[config.mk]
export PLATFORM = sky130hd
export DESIGN_NAME = ip_msx50bus_cart_ex
export DESIGN_NICKNAME = d
export VERILOG_FILES = /design/src/rtl/msx50bus_pkg.sv /design/src/rtl/ip_msx50bus_sync_filter.sv /design/src/rtl/ip_msx50bus_cart_ex.sv
export SDC_FILE = /design/constraint.sdc
export NUM_CORES = 1
export LEC_CHECK = 0
export CAP_MARGIN = 30
export CORE_MARGIN = 2
export CORE_UTILIZATION = 40
export CTS_BUF_LIST = sky130_fd_sc_hd__clkbuf_16
export CTS_CLUSTER_SIZE = 12
export DETAILED_ROUTE_END_ITERATION = 10
export GPL_TIMING_DRIVEN = 0
export PLACE_DENSITY_LB_ADDON = 0.12
export SYNTH_ARGS = -nofsm -noshare
export SYNTH_HDL_FRONTEND = slang
export SYNTH_HIERARCHICAL = 1
export SYNTH_SLANG_ARGS = --single-unit
[constraint.sdc]
create_clock -name clk -period 3.4 [get_ports clk]
set_input_delay 0.34 -clock clk [delete_from_list [all_inputs] [get_ports clk]]
set_output_delay 0.34 -clock clk [all_outputs]
set_load 0.02 [all_outputs]
[src/rtl/msx50bus_pkg.sv]
// Shared definitions for the MSX 50-pin cartridge bus front end.
//   state_t       : transaction FSM states
//   RDATA_*       : data presented to the MSX when idle / after a forced completion
//   *_MIN / *_MAX : legal parameter ranges, checked at elaboration by the top
package msx50bus_pkg;

  typedef enum logic [2:0] {
    ST_IDLE,
    ST_IGNORE,
    ST_REQ,
    ST_RDWAIT,
    ST_HOLD
  } state_t;

  localparam logic [7:0] RDATA_IDLE    = 8'h00;
  localparam logic [7:0] RDATA_TIMEOUT = 8'hFF;

  localparam int unsigned SYNC_STAGES_MIN    = 2;
  localparam int unsigned SYNC_STAGES_MAX    = 4;
  localparam int unsigned FILTER_LEN_MIN     = 1;
  localparam int unsigned FILTER_LEN_MAX     = 15;
  localparam int unsigned TIMEOUT_CYCLES_MIN = 1;
  localparam int unsigned TIMEOUT_CYCLES_MAX = 65535;

endpackage

[src/rtl/ip_msx50bus_sync_filter.sv]
// Synchroniser plus glitch filter for one asynchronous active-low strobe.
//   clk   : system clock
//   reset : asynchronous active-high reset (chain and filter preset to 1)
//   din   : raw pin
//   dout  : filtered level, changes only after FILTER_LEN equal differing samples
module ip_msx50bus_sync_filter
  import msx50bus_pkg::*;
#(
  parameter int unsigned SYNC_STAGES = 2,
  parameter int unsigned FILTER_LEN  = 2
) (
  input  logic clk,
  input  logic reset,
  input  logic din,
  output logic dout
);

  logic [SYNC_STAGES-1:0] sync_q;
  logic                   synced;
  logic                   filt_q;
  logic [3:0]             cnt_q;
  logic                   accept;

  assign synced = sync_q[SYNC_STAGES-1];

  always_ff @(posedge clk or posedge reset) begin
    if (reset) begin
      sync_q <= '1;
    end else begin
      sync_q <= {sync_q[SYNC_STAGES-2:0], din};
    end
  end

  // The accepted value is presented combinationally from registered state so the
  // decode sees a change on the same edge it is qualified, keeping pin-to-request
  // latency at SYNC_STAGES + FILTER_LEN clocks.
  always_comb begin
    accept = (synced != filt_q) && (cnt_q == 4'(FILTER_LEN - 1));
    dout   = accept ? synced : filt_q;
  end

  always_ff @(posedge clk or posedge reset) begin
    if (reset) begin
      filt_q <= 1'b1;
      cnt_q  <= '0;
    end else begin
      filt_q <= dout;
      if ((synced == filt_q) || accept) begin
        cnt_q <= '0;
      end else begin
        cnt_q <= cnt_q + 4'd1;
      end
    end
  end

endmodule

[src/rtl/ip_msx50bus_cart_ex.sv]
// MSX 50-pin cartridge bus front end.
//   clk, reset                 : system clock, asynchronous active-high reset
//   adr, i_data                : MSX address / write data pins
//   o_data, is_output          : read data toward MSX and its drive enable
//   n_sltsl/n_rd/n_wr/n_ioreq  : MSX strobes, active low, asynchronous
//   n_mereq                    : synchronised but not decoded
//   wait_req                   : 1 = pull MSX /WAIT low
//   bus_*                      : level request/ack interface to the internal bus
//   timeout                    : sticky flag, set on any forced completion
module ip_msx50bus_cart_ex
  import msx50bus_pkg::*;
#(
  parameter int unsigned SYNC_STAGES    = 2,
  parameter int unsigned FILTER_LEN     = 2,
  parameter logic [7:0]  IO_BASE        = 8'h00,
  parameter logic [7:0]  IO_MASK        = 8'h00,
  parameter bit          WAIT_EN        = 1'b1,
  parameter int unsigned TIMEOUT_CYCLES = 255
) (
  input  logic        clk,
  input  logic        reset,
  input  logic [15:0] adr,
  input  logic [7:0]  i_data,
  output logic [7:0]  o_data,
  output logic        is_output,
  input  logic        n_sltsl,
  input  logic        n_rd,
  input  logic        n_wr,
  input  logic        n_ioreq,
  input  logic        n_mereq,
  output logic        wait_req,
  output logic [15:0] bus_address,
  output logic        bus_io_req,
  output logic        bus_memory_req,
  input  logic        bus_ack,
  output logic        bus_wrt,
  output logic [7:0]  bus_wdata,
  input  logic [7:0]  bus_rdata,
  input  logic        bus_rdata_en,
  output logic        timeout
);

  if ((SYNC_STAGES < SYNC_STAGES_MIN) || (SYNC_STAGES > SYNC_STAGES_MAX)) begin : g_bad_sync
    $error("SYNC_STAGES out of range");
  end
  if ((FILTER_LEN < FILTER_LEN_MIN) || (FILTER_LEN > FILTER_LEN_MAX)) begin : g_bad_filter
    $error("FILTER_LEN out of range");
  end
  if ((TIMEOUT_CYCLES < TIMEOUT_CYCLES_MIN) || (TIMEOUT_CYCLES > TIMEOUT_CYCLES_MAX)) begin : g_bad_timeout
    $error("TIMEOUT_CYCLES out of range");
  end

  logic [4:0] pin_raw;
  logic [4:0] pin_filt;

  assign pin_raw = {n_mereq, n_ioreq, n_wr, n_rd, n_sltsl};

  for (genvar g = 0; g < 5; g++) begin : g_sync
    ip_msx50bus_sync_filter #(
      .SYNC_STAGES(SYNC_STAGES),
      .FILTER_LEN (FILTER_LEN)
    ) u_sf (
      .clk  (clk),
      .reset(reset),
      .din  (pin_raw[g]),
      .dout (pin_filt[g])
    );
  end

  logic sltsl_f, rd_f, wr_f, ioreq_f;
  logic unused_mereq;

  assign sltsl_f      = pin_filt[0];
  assign rd_f         = pin_filt[1];
  assign wr_f         = pin_filt[2];
  assign ioreq_f      = pin_filt[3];
  assign unused_mereq = pin_filt[4];

  state_t      state_q, state_d;
  logic [15:0] addr_q, addr_d;
  logic        io_req_q, io_req_d;
  logic        mem_req_q, mem_req_d;
  logic        wrt_q, wrt_d;
  logic [7:0]  wdata_q, wdata_d;
  logic [7:0]  rdata_q, rdata_d;
  logic        is_out_q, is_out_d;
  logic        wait_q, wait_d;
  logic        to_q, to_d;
  logic [15:0] tcnt_q, tcnt_d;
  logic        txn_wr_q, txn_wr_d;

  logic rd_act, wr_act, strobe, mem_hit, io_hit, tmo_hit;

  always_comb begin
    rd_act  = ~rd_f;
    wr_act  = ~wr_f;
    strobe  = rd_act | wr_act;
    mem_hit = ~sltsl_f;
    io_hit  = ~ioreq_f & ((adr[7:0] & IO_MASK) == (IO_BASE & IO_MASK));
    tmo_hit = (tcnt_q == 16'(TIMEOUT_CYCLES - 1));

    state_d   = state_q;
    addr_d    = addr_q;
    io_req_d  = io_req_q;
    mem_req_d = mem_req_q;
    wrt_d     = wrt_q;
    wdata_d   = wdata_q;
    rdata_d   = rdata_q;
    is_out_d  = is_out_q;
    wait_d    = wait_q;
    to_d      = to_q;
    tcnt_d    = tcnt_q;
    txn_wr_d  = txn_wr_q;

    case (state_q)
      ST_IDLE: begin
        if (strobe) begin
          if (mem_hit || io_hit) begin
            addr_d    = adr;
            txn_wr_d  = wr_act;
            wrt_d     = wr_act;
            if (wr_act) begin
              wdata_d = i_data;
            end
            mem_req_d = mem_hit;
            io_req_d  = ~mem_hit;
            wait_d    = WAIT_EN;
            tcnt_d    = '0;
            state_d   = ST_REQ;
          end else begin
            state_d = ST_IGNORE;
          end
        end
      end

      ST_IGNORE: begin
        if (!strobe) begin
          state_d = ST_IDLE;
        end
      end

      ST_REQ: begin
        if (bus_ack) begin
          mem_req_d = 1'b0;
          io_req_d  = 1'b0;
          wrt_d     = 1'b0;
          if (txn_wr_q) begin
            wait_d  = 1'b0;
            state_d = ST_HOLD;
          end else if (bus_rdata_en) begin
            rdata_d  = bus_rdata;
            is_out_d = 1'b1;
            wait_d   = 1'b0;
            state_d  = ST_HOLD;
          end else begin
            state_d = ST_RDWAIT;
          end
        end else if (tmo_hit) begin
          mem_req_d = 1'b0;
          io_req_d  = 1'b0;
          wrt_d     = 1'b0;
          to_d      = 1'b1;
          wait_d    = 1'b0;
          if (!txn_wr_q) begin
            rdata_d  = RDATA_TIMEOUT;
            is_out_d = 1'b1;
          end
          state_d = ST_HOLD;
        end else begin
          tcnt_d = tcnt_q + 16'd1;
        end
      end

      ST_RDWAIT: begin
        if (bus_rdata_en) begin
          rdata_d  = bus_rdata;
          is_out_d = 1'b1;
          wait_d   = 1'b0;
          state_d  = ST_HOLD;
        end else if (tmo_hit) begin
          rdata_d  = RDATA_TIMEOUT;
          is_out_d = 1'b1;
          to_d     = 1'b1;
          wait_d   = 1'b0;
          state_d  = ST_HOLD;
        end else begin
          tcnt_d = tcnt_q + 16'd1;
        end
      end

      ST_HOLD: begin
        if (!strobe) begin
          rdata_d  = RDATA_IDLE;
          is_out_d = 1'b0;
          state_d  = ST_IDLE;
        end
      end

      default: state_d = ST_IDLE;
    endcase
  end

  always_ff @(posedge clk or posedge reset) begin
    if (reset) begin
      state_q   <= ST_IDLE;
      addr_q    <= '0;
      io_req_q  <= 1'b0;
      mem_req_q <= 1'b0;
      wrt_q     <= 1'b0;
      wdata_q   <= '0;
      rdata_q   <= RDATA_IDLE;
      is_out_q  <= 1'b0;
      wait_q    <= 1'b0;
      to_q      <= 1'b0;
      tcnt_q    <= '0;
      txn_wr_q  <= 1'b0;
    end else begin
      state_q   <= state_d;
      addr_q    <= addr_d;
      io_req_q  <= io_req_d;
      mem_req_q <= mem_req_d;
      wrt_q     <= wrt_d;
      wdata_q   <= wdata_d;
      rdata_q   <= rdata_d;
      is_out_q  <= is_out_d;
      wait_q    <= wait_d;
      to_q      <= to_d;
      tcnt_q    <= tcnt_d;
      txn_wr_q  <= txn_wr_d;
    end
  end

  assign bus_address    = addr_q;
  assign bus_io_req     = io_req_q;
  assign bus_memory_req = mem_req_q;
  assign bus_wrt        = wrt_q;
  assign bus_wdata      = wdata_q;
  assign o_data         = rdata_q;
  assign is_output      = is_out_q;
  assign wait_req       = wait_q;
  assign timeout        = to_q;

endmodule

* After elaboration in Yosys (flattened, before gate mapping)
Cells that the tools add are included.
W data, S select, Z words.
** Word-level totals
- Register bits :: 86
- Logic and storage cells :: 149
- Bits of input ports :: 41
- Output and inout port bits :: 38
** Cells by class
- Bitwise operators :: 5
- Add/sub/neg operators :: 5
- Multiplexer cells :: 64
- Equality and inequality tests :: 28
- Reductions and logical operators :: 23
** Operators by type and width (number)
- $mux W16 :: 5
- $mux W8 :: 8
- $pmux W16 S3 :: 1
- $mux W1 :: 30
- $pmux W8 S3 :: 1
- $mux W3 :: 7
- $add A16 B1 Y16 const B :: 1
- $add A4 B1 Y4 const B :: 4
- $eq A16 B8 Y1 const B :: 1
- $eq A4 B1 Y1 const B :: 4
- $mux W4 :: 4
- $ne A2 B2 Y1 const B :: 7
- $pmux W3 S4 :: 1
- $reduce_and A4 Y1 :: 3
- $ne A3 B3 Y1 const B :: 3
- $pmux W1 S2 :: 4
- $eq A3 B2 Y1 const B :: 2
- $pmux W1 S3 :: 2
- $reduce_and A3 Y1 :: 2
- $reduce_and A6 Y1 :: 1
- $reduce_bool A3 Y1 :: 2
- $logic_or A1 B1 Y1 :: 5
- $reduce_and A5 Y1 :: 1
- $eq A1 B1 Y1 :: 4
- 12 further kinds :: 22

* Logic depth before layout (Yosys ltp)
- Word-level depth :: 8
- Mapped depth :: 11
- Gate-level depth less buffers :: 10

* By module
Netlist, hierarchy kept.
** Modules (own cells, without submodules)
- ip_msx50bus_cart_ex :: sequential area each 1451.4 sq um, cells each 286, area each 2766.4 sq um, instances 1
- ip_msx50bus_sync_filter (g_sync[0].u_sf ...) :: sequential area each 178.9 sq um, cells each 24, area each 306.5 sq um, instances 3
- ip_msx50bus_sync_filter (g_sync[1].u_sf) :: sequential area each 178.9 sq um, cells each 23, area each 290.3 sq um, instances 1

* Least setup slack after synthesis
Ideal clock, no wire load.
- Path type :: register to register
- From :: register g_sync[3].u_sf.cnt_q[1]
- To :: register tcnt_q[3]
- Path slack :: 1.000 ns
- Stages on the path, launching flop included :: 12
- Arrival time :: 2.334 ns
- Path buffers :: 1
- Library setup time :: 0.066 ns
- Cell sequence :: dfrtp_1 -> inv_1 -> ha_1 -> nand2b_4 -> nor2_2 -> mux2_4 -> a22o_1 -> o22ai_4 -> o21ai_2 -> buf_6 -> or4_1 -> nand2_1
** Between the ends
- Cells in the longest elaborated chain, start to end :: 7
** Ends and longest elaborated chain
- from (decl) :: line ip_msx50bus_sync_filter.sv:21 : logic [3:0] cnt_q;
- from (signal assigned) :: line ip_msx50bus_sync_filter.sv:51 : cnt_q <= cnt_q + 4'd1;
- $eq A4 B1 Y1 :: line ip_msx50bus_sync_filter.sv:38 : accept = (synced != filt_q) && (cnt_q == 4'(FILTER_LEN - 1));
- $logic_and A1 B1 Y1 :: line ip_msx50bus_sync_filter.sv:38
- $mux W1 :: line ip_msx50bus_sync_filter.sv:39 : dout = accept ? synced : filt_q;
- via ioreq_f :: line ip_msx50bus_cart_ex.sv:70 : logic sltsl_f, rd_f, wr_f, ioreq_f;
- $not A1 Y1 :: line ip_msx50bus_cart_ex.sv:99 : io_hit = ~ioreq_f & ((adr[7:0] & IO_MASK) == (IO_BASE & IO_MASK));
- $logic_or A1 B1 Y1 :: line ip_msx50bus_cart_ex.sv:118 : if (mem_hit || io_hit) begin
- $ne A2 B2 Y1 (no line)
- $reduce_and A5 Y1 (no line)
- to (signal assigned) :: line ip_msx50bus_cart_ex.sv:228 : tcnt_q <= tcnt_d;
- to (decl) :: line ip_msx50bus_cart_ex.sv:89 : logic [15:0] tcnt_q, tcnt_d;
The timed path passes the listed nets, and every way through them passes these cells.
A chain may end at the register's enable or synchronous reset.

* Final worst setup path
- From :: register g_sync[3].u_sf.cnt_q[1]
- To :: register tcnt_q[11]
The elaborated chain is that of the path after synthesis.

==> results.ini <==
[timing]
hold_ws_ns=0.355
setup_viol=0
min_period_ns=2.70
report.final.hold_viol_count=0
fin_setup_tns_ns=0
maxSlewViolCount=0
slew_headroom=0.596
rsz0062_at_grt=no
skew_ns=0.0107
period_share=0.795
fin_ws_ns=0.698
tightest_slew_ns=0.606
max_freq_mhz=370

[route]
wl_met2_um=4080
first_iter_violations=232
drt_wl_total_um=8370
firstDrtPassIters=4
via_per_inst=4.94
top_layer=met4
wl_met3_um=390
drcViolationCount=0
wl_met1_um=3700
ant_nets=0
wire_per_inst_um=13.8
vias=2997

[worst_setup_path]
critPathSlowestCell=clkbuf_1
crit_type=reg2reg
end_kind=flop
start_kind=flop
path_cells=inv_1 > ha_1 > nand2b_4 > nor2_2 > mux2_4 > a22o_1 > nor2_1 > clkbuf_1 > clkbuf_1 > nor2_1
cpPeakStageDelay_ns=0.43
cp.required_ns=3.59
cp_data_arrival_time_ns=2.90
path_max_fanout=10

[final_layout]
syn2layout_area_growth_pct=31.1
layout_commonest_cell=nand2_1
finish.utilization=0.536
fin_nets=521
final_cell_mix=80 x nand2_1, 77 x clkdlybuf4s50_1, 74 x dfrtp_1
n_antenna_cell=0
layout-drive-gt1-share=0.137

[status]
status=complete, no violations

[cts]
clock_path_buffers=2
post_cts_buffers=0
cts_resized=0
cts_buffers=9
h-tree-depth=3
hold_buffers=0
root_buffer=clkbuf_16
cts_sinks=86
cts.clk_slew.worst_paths_ns=0.06
insertion_delay_ns=0.33
cts_tree=yes

[power]
powerDensity_nw_per_um2=905
p_leak_nw=2.31
ir_drop_mv=0.415

[synth]
postSynthRegisterBits=86
synth_nets=432
yosysSeqAreaShare=0.545
async_flop_share=1.00
synth_area_sq_um=3980
syn_avg_cell_area_sq_um=10.4
ys_types=48
synth-edff-count=0
ys_warn_count=6
syn_inst=381
ys.flop_type=dfrtp_1

[job]
drv_cap=0

[global_route]
grt_max_degree=33
grt_usage=0.164
grt-ovfl-total=0
grt_pass1_vias=3016
grt_pass1_wl_um=14400
antenna_found_initial=0

[die]
io_pins=79
initial_core_util=0.409
core_sq_um=9730
rows=36
dieArea_sq_um=10800
die_w_um=104
dieHeight_um=104

[placement]
gp_congestion=0.778
dp_slack_ns=0.668
io_buffers=77
hpwl_um=6230

[worst_hold_path]
hp-class=reg2reg

-- metrics by stage --
| stage | cells | power [W] | cell area (sq um) |
|---|---|---|---|
| 2_1_floorplan | 381 | 0.00301 | 3980 |
| 3_3_place_gp | 591 | 0.00378 | 4910 |
| 3_5_place_dp | 592 | 0.00383 | 4930 |
| 4_1_cts | 607 | 0.00479 | 5210 |
| 5_1_grt | 607 | 0.00507 | 5210 |
| 6_report | 607 | 0.00472 | 5210 |
-- cells in the mapped netlist, types with 5 or more instances --
master	number	area, sq um
a21oi_1	16	80.1
clkbuf_1	6	22.5
dfrtp_1	74	1850
dfstp_2	12	315
ha_1	10	125
inv_1	15	56.3
mux2_2	17	191
nand2_1	80	300
nand2b_1	5	31.3
nand3_1	16	80.1
nor2_1	28	105
nor3_1	5	25.0
o211ai_1	5	37.5
o21ai_0	13	65.1
o31ai_1	5	37.5
or4_1	5	37.5
xnor2_1	5	43.8
xor2_1	9	78.8
-- critical path, delay by kind of cell, from the launching register on --
kind / cells / cell delay, ns
DFF: 1 / 0.39
buffers and inverters: 3 / 0.90
adders and majority gates: 1 / 0.18
and+or+nand+nor: 4 / 0.45
muxes: 1 / 0.35
AOI/OAI and AO/OA: 1 / 0.29
-- report_power, final --
group          internal, W  total (W)  switching (W)
Clock             0.000557   0.000934       0.000377
Combinational     0.000991    0.00219        0.00120
Sequential         0.00139    0.00160       0.000210
Total              0.00293    0.00472        0.00178
-- path summary, 6_finish.rpt --
kind / slack [ns] / endpoint / cells after the start / start
hold reg to reg: 0.36 / g_sync[1].u_sf/sync_q[1] / 0 / g_sync[1].u_sf/sync_q[0]
setup / recovery: 0.70 / tcnt_q[11] / 10 / g_sync[3].u_sf/cnt_q[1]
setup reg to reg: 0.70 / tcnt_q[11] / 10 / g_sync[3].u_sf/cnt_q[1]
max in group asynchronous: 2.24 / tcnt_q[5] / 3 / reset
min in group asynchronous: 0.44 / g_sync[2].u_sf/cnt_q[3] / 2 / reset
hold / removal: 0.36 / g_sync[1].u_sf/sync_q[1] / 0 / g_sync[1].u_sf/sync_q[0]
-- layout make-up --
type / instances / area, sq um
Fill cell: 900 / 4520
Sequential cell: 86 / 2170
Multi-Input combinational cell: 271 / 1700
Timing Repair Buffer: 78 / 791
Clock buffer: 9 / 225
Tap cell: 133 / 166
Inverter: 15 / 56.3
Clock inverter: 6 / 55.1
Buffer: 9 / 50.0
-- state kept, by name (all words and copies together) (netlist names) --
register,count
o_data,8
bus_memory_req,1
g_sync.u_sf/sync_q,8
bus_io_req,1
bus_address,16
txn_wr_q,1
g_sync.u_sf/filt_q,4
tcnt_q,16
g_sync.u_sf/cnt_q,16
bus_wdata,8
state_q,3
bus_wrt,1
wait_req,1
timeout,1
is_output,1
-- cells by family after synthesis --
group                    synth area share
AND/OR/NAND/NOR                     0.207
flip-flops                          0.545
AO/OA/AOI/OAI                      0.0953
buffers and inverters              0.0267
multiplexers                       0.0632
XOR/XNOR                           0.0308
adder cells (fa/ha/maj)            0.0315
-- per-layer routing --
| layer | global-route usage | up-vias |
|---|---|---|
| met5 | 0 | - |
| met4 | 0.0743 | 0 |
| met3 | 0.0415 | 16 |
| met2 | 0.271 | 50 |
| met1 | 0.203 | 1449 |
| li1 | - | 1482 |
Power figures use the tool's default switching activity.
